===== config.mk =====
export PLATFORM = sky130hd
export DESIGN_NAME = conv_feed_scheduler
export DESIGN_NICKNAME = d
export VERILOG_FILES = /design/src/rtl/conv_feed_scheduler.sv
export SDC_FILE = /design/constraint.sdc
export NUM_CORES = 1
export LEC_CHECK = 0
export ABC_AREA = 1
export CORE_ASPECT_RATIO = 0.7
export CORE_UTILIZATION = 45
export DETAILED_ROUTE_END_ITERATION = 12
export HOLD_SLACK_MARGIN = 0.12
export PLACE_DENSITY = 0.74
export SLEW_MARGIN = 20
export SYNTH_ARGS = -nofsm -noshare
export SYNTH_HDL_FRONTEND = slang
export SYNTH_SLANG_ARGS = --single-unit

===== constraint.sdc =====
create_clock -name clk -period 5.42 [get_ports clk]
set_clock_uncertainty 0.05 [all_clocks]
set_input_delay 1.084 -clock clk [delete_from_list [all_inputs] [get_ports clk]]
set_output_delay 1.084 -clock clk [all_outputs]
set_load 0.1 [all_outputs]

===== src/rtl/conv_feed_scheduler.sv =====
// Sequencer feeding the 3x3 convolution datapath: captures a 4x4 byte tile and a 3x3 filter,
// clears the systolic arrays, streams skewed operands for 13 steps, drains, then pulses done.
module conv_feed_scheduler #(
    parameter int DRAIN_CYCLES = 2
) (
    input  logic         clk,
    input  logic         rst,
    input  logic         start,
    input  logic [127:0] data,
    input  logic [71:0]  filter,
    output logic         busy,
    output logic         done,
    output logic         arr_rst,
    output logic [63:0]  feed_a,
    output logic [23:0]  feed_b,
    output logic [7:0]   a1,
    output logic [7:0]   a2,
    output logic [7:0]   b1,
    output logic [7:0]   b2,
    output logic [3:0]   step
);

    typedef enum logic [2:0] {
        S_IDLE,
        S_CLR,
        S_FEED,
        S_DRAIN,
        S_DONE
    } state_t;

    localparam logic [3:0] LAST_STEP  = 4'd12;
    localparam logic [3:0] DRAIN_LAST = 4'(DRAIN_CYCLES - 1);

    state_t       r_state;
    state_t       w_state_nxt;
    logic [3:0]   r_step;
    logic [3:0]   w_step_nxt;
    logic [3:0]   r_drain;
    logic [3:0]   w_drain_nxt;
    logic         w_capture;
    logic [127:0] r_data;
    logic [71:0]  r_filter;

    logic [63:0]  w_feed_a;
    logic [23:0]  w_feed_b;
    logic [7:0]   w_a1;
    logic [7:0]   w_a2;
    logic [7:0]   w_b1;
    logic [7:0]   w_b2;

    function automatic logic [7:0] tile_byte(input logic [127:0] d, input logic [3:0] k);
        return d[{k, 3'b000} +: 8];
    endfunction

    // Filter rows go out highest column first, so lane 0 carries F[r][2].
    function automatic logic [23:0] row_reversed(input logic [23:0] row);
        return {row[7:0], row[15:8], row[23:16]};
    endfunction

    // 2x2 weight schedule: F[2-k/4][2-k%4], with a bubble every fourth step and after step 11.
    function automatic logic [7:0] pick_b1(input logic [71:0] f, input logic [3:0] k);
        logic [3:0] idx;
        if (k >= 4'd12 || k[1:0] == 2'd3) begin
            return 8'd0;
        end
        idx = 4'd8 - (4'd3 * {2'b00, k[3:2]}) - {2'b00, k[1:0]};
        return f[{idx, 3'b000} +: 8];
    endfunction

    always_comb begin
        w_state_nxt = r_state;
        w_step_nxt  = 4'd0;
        w_drain_nxt = 4'd0;
        w_capture   = 1'b0;
        case (r_state)
            S_IDLE: begin
                if (start) begin
                    w_state_nxt = S_CLR;
                    w_capture   = 1'b1;
                end
            end
            S_CLR: begin
                w_state_nxt = S_FEED;
            end
            S_FEED: begin
                if (r_step == LAST_STEP) begin
                    w_state_nxt = S_DRAIN;
                end else begin
                    w_step_nxt = r_step + 4'd1;
                end
            end
            S_DRAIN: begin
                if (r_drain == DRAIN_LAST) begin
                    w_state_nxt = S_DONE;
                end else begin
                    w_drain_nxt = r_drain + 4'd1;
                end
            end
            S_DONE: begin
                w_state_nxt = S_IDLE;
            end
            default: begin
                w_state_nxt = S_IDLE;
            end
        endcase
    end

    // Operands are computed for the upcoming step so every output leaves a flop.
    always_comb begin
        w_feed_a = 64'd0;
        w_feed_b = 24'd0;
        w_a1     = 8'd0;
        w_a2     = 8'd0;
        w_b1     = 8'd0;
        w_b2     = 8'd0;
        if (w_state_nxt == S_FEED) begin
            case (w_step_nxt)
                4'd0: begin
                    w_feed_a = r_data[63:0];
                    w_feed_b = row_reversed(r_filter[71:48]);
                end
                4'd1: begin
                    w_feed_a = r_data[95:32];
                    w_feed_b = row_reversed(r_filter[47:24]);
                end
                4'd2: begin
                    w_feed_a = r_data[127:64];
                    w_feed_b = row_reversed(r_filter[23:0]);
                end
                default: begin
                    w_feed_a = 64'd0;
                    w_feed_b = 24'd0;
                end
            endcase
            w_a1 = (w_step_nxt < LAST_STEP) ? tile_byte(r_data, w_step_nxt) : 8'd0;
            w_a2 = (w_step_nxt == 4'd0) ? 8'd0 : tile_byte(r_data, w_step_nxt + 4'd3);
            w_b1 = pick_b1(r_filter, w_step_nxt);
            w_b2 = (w_step_nxt >= 4'd2) ? pick_b1(r_filter, w_step_nxt - 4'd2) : 8'd0;
        end
    end

    always_ff @(posedge clk) begin
        if (rst) begin
            r_state <= S_IDLE;
            r_step  <= 4'd0;
            r_drain <= 4'd0;
            busy    <= 1'b0;
            done    <= 1'b0;
            arr_rst <= 1'b1;
            feed_a  <= 64'd0;
            feed_b  <= 24'd0;
            a1      <= 8'd0;
            a2      <= 8'd0;
            b1      <= 8'd0;
            b2      <= 8'd0;
        end else begin
            r_state <= w_state_nxt;
            r_step  <= w_step_nxt;
            r_drain <= w_drain_nxt;
            busy    <= (w_state_nxt != S_IDLE);
            done    <= (w_state_nxt == S_DONE);
            arr_rst <= (w_state_nxt == S_CLR);
            feed_a  <= w_feed_a;
            feed_b  <= w_feed_b;
            a1      <= w_a1;
            a2      <= w_a2;
            b1      <= w_b1;
            b2      <= w_b2;
        end
    end

    // Operand snapshot; only the accepted start loads it, so later input changes are invisible.
    always_ff @(posedge clk) begin
        if (w_capture) begin
            r_data   <= data;
            r_filter <= filter;
        end
    end

    assign step = r_step;

endmodule


==> metrics.txt <==
Async S/R FF share, synth=0%; Final Util=59.38%; Net Count, Synth=~2100; hold wc startpoint=r_drain[0]; Area growth syn-to-layout=29.71%; post-synth top area share=a little under two fifths; first-pass GRT wire length=84.30 mm; Post-Layout Cell Count=approximately 2700; CTS Buf Count=34; postcts setup bufs=0; reg-to-reg endpoint=b2[0]; crit path launch=step[0]; Hold Fails Final Rpt=0; synth cell count leaders=433 x nand2_1, 294 x inv_1, 228 x o21ai_0, 200 x edfxtp_1, 174 x nor2_1; First-pass DRT Iterations=9; CP Class=flip-flop to flip-flop; GRT Overall Usage=31.73%; Clk network pwr share=36.2%; Max stage delay on crit path=between 700 and 800 ps; FMAX=around 0.21 GHz; period utilization=between 80% and 90%; Synth area leaders=edfxtp_1 38%, dfxtp_1 17%, nand2_1 10%, o21ai_0 7.2%, inv_1 6.9%; core area=between 0.03 and 0.04 mm²; delay-heaviest family, CP=adder cells; Initial DRC Count=roughly 2200; Hold Crit Class=flip-flop to flip-flop; Post-synth EDFFs=200; Vias=approximately 15000; detailed-route wire length per cell=21.53 µm; Clock Latency Late Sink=around 540 ps; pin slew with the least headroom to its limit=around 1100 ps; fillers=~3100; RSZ-0062 raised after global routing=no; DIE WIDTH=about 230 µm; switching part of the total=between 30% and 40%; WHS Endpoint=r_drain[0]; RePlAce Congestion=approximately 1.0; Power Dens Cells=around 320 mW/mm²; most numerous cell in the Yosys netlist=nand2_1; crit path cell chain=inv_1, ha_1, nand2_1, nor2_2, nor2_4, nand2_4, ha_1, nand3b_1, and2_1, inv_1, ha_1, inv_1, ha_1, inv_1, ha_1, inv_1, fa_1, inv_1, nor2_1, nand2_1, nor2_1, nor2_1, nor2_1; sequential share of power=44.4%; Period minus WS final=about 4800 ps; Most common cell on crit path=inv_1; Starting Density=a little under half; WP data arrival=5200 ps; H-Tree Depth=2; fin worst setup slack=roughly 630 ps; drt total wl=58.06 mm; #FFs+latches synth=around 330; CTS tree=done; crit path max fanout=10; Mapped Area=roughly 0.016 mm²; Unique masters post-synth=39; Clock Sinks=between 300 and 400; Worst R2R Start=step[0]; die area=0.03610 mm²; Slew Viols, Final=0; setup violators final=0; die height=~160 µm; Tot Pwr=0.006692 W; Reg clk slew, reported paths=~70 ps; post-cts gate resize count=0; Relative slew margins=between 20 and 30%; Hold Path Depth=1; Max clock buf depth=3; initial antenna violation count=3; std cell rows=57; flop-to-flop setup slack=630 ps; Ys Warns=0; clock root buffer=clkbuf_16; CP startpoint kind=flip-flop; total grt overflow=0; final setup TNS=0 ps; VDD IR max=~0.25 mV; PortBufs=~330; biggest area consumer among synthesized cells=edfxtp_1; max cap viols=0; largest net degree at the start of global routing=94; Via density=5.443; Post-Syn Instances=1907; worst path bufs/invs=6; CP max-delay cell=fa_1; Nets=about 2400; Cell Count Post-Placement=roughly 2600; Comb power frac=roughly a fifth; I/O pin cnt=330; sequential area share after synthesis=a little over half; vias in the first global route=~13000; Critical Path RT=just under 6000 ps; P_sw=roughly 0.0020 W; Post-CTS Hold Fix Bufs=0; Avg Cell Area, Syn=approximately 8.3 µm²; pre-CTS WS=736.5 ps; Reg2Reg Depth=23; share of post-route cells with drive strength above 1=under 10%; HPWL after DPL=between 40 and 50 mm; P_int=0.004662 W; Post-synth top flop=edfxtp_1; post-route ant nets=0; status=finished, final reports clean; DRC Markers=0; Pleak=roughly 9 nW; nature of the critical path endpoint=flip-flop
stage by stage:
stage	hold WS [ps]	area [µm²]
3_3_place_gp	399.4	19480
3_5_place_dp	414.8	19480
2_1_floorplan	383.7	15900
6_report	422.8	20620
5_1_grt	451.9	20620
4_1_cts	428.0	20620
how the worst max path moves through the flow:
stage	slack, ps	cells after the start	to
2_1_floorplan	380	24	b2[5]
3_3_place_gp	920	25	b2[5]
3_5_place_dp	740	23	b2[3]
4_1_cts	700	23	b2[3]
5_1_grt	250	23	b2[3]
6_report	630	23	b2[0]
power groups by stage:
stage | registers, W | logic, W | clock network, W
floorplan | 0.00327 | 0.000514 | 0
global placement | 0.00302 | 0.00126 | 0
detailed placement | 0.00302 | 0.00126 | 0
CTS | 0.00296 | 0.00127 | 0.00244
global route | 0.00298 | 0.00137 | 0.00253
finish | 0.00297 | 0.00130 | 0.00242
worst register-to-register path, delay by kind of cell (launching register included):
kind | cells | cell delay [ps]
and+or+nand+nor | 11 | 1790
DFF | 1 | 410
adders and majority gates | 6 | 1830
buffers and inverters | 6 | 640
final cells by class:
| type | count | area [µm²] | share of cell area [%] |
|---|---|---|---|
| multi-input cells | 1174 | 5564 | 26.98 |
| repair buffers | 350 | 3488 | 16.91 |
| inverters | 303 | 1147 | 5.563 |
| well taps | 472 | 590.6 | 2.863 |
| diodes | 2 | 5.005 | 0.02427 |
| flip-flops and latches | 334 | 8688 | 42.13 |
| clock buffers | 47 | 1005 | 4.871 |
| clock inverters | 15 | 136.4 | 0.6612 |
registers in the layout (all words and copies together) (netlist names), 8 cells and up:
name,cells
feed_a,64
r_data,128
b2,8
feed_b,24
a2,8
r_filter,72
b1,8
a1,8
metal layers:
layer | global-route usage [%] | vias up | wire length (µm)
met1 | 50.51 | 6817 | 25890
met3 | 9.393 | 100 | 8461
li1 | - | 6719 | -
met5 | 0 | - | 13
met2 | 41.01 | 1041 | 22390
met4 | 7.740 | 2 | 1308
placed cells by master, fill, tap and decap left out, types with 18 or more instances in the layout:
master,count
a21oi_1,53
buf_4,18
clkbuf_16,38
clkdlybuf4s50_1,329
dfxtp_1,134
edfxtp_1,200
ha_1,22
inv_1,293
nand2_1,433
nand3_1,167
nor2_1,174
o211ai_1,22
o21ai_0,228
o21ai_1,28
cells by family (layout without fill, tap and decap cells):
| group | count (synthesis) | in the layout | synth area share (%) |
|---|---|---|---|
| adders and majority gates | 24 | 24 | 1.983 |
| buffers and inverters | 399 | 715 | 10.36 |
| muxes | 1 | 1 | 0.06295 |
| and+or+nand+nor | 811 | 811 | 21.81 |
| AOI/OAI and AO/OA | 336 | 336 | 11.03 |
| xor gates and xnor gates | 2 | 2 | 0.1102 |
| other | 0 | 2 | 0 |
| DFF | 334 | 334 | 54.64 |
Note: power is estimated with default switching activity, not from simulation.
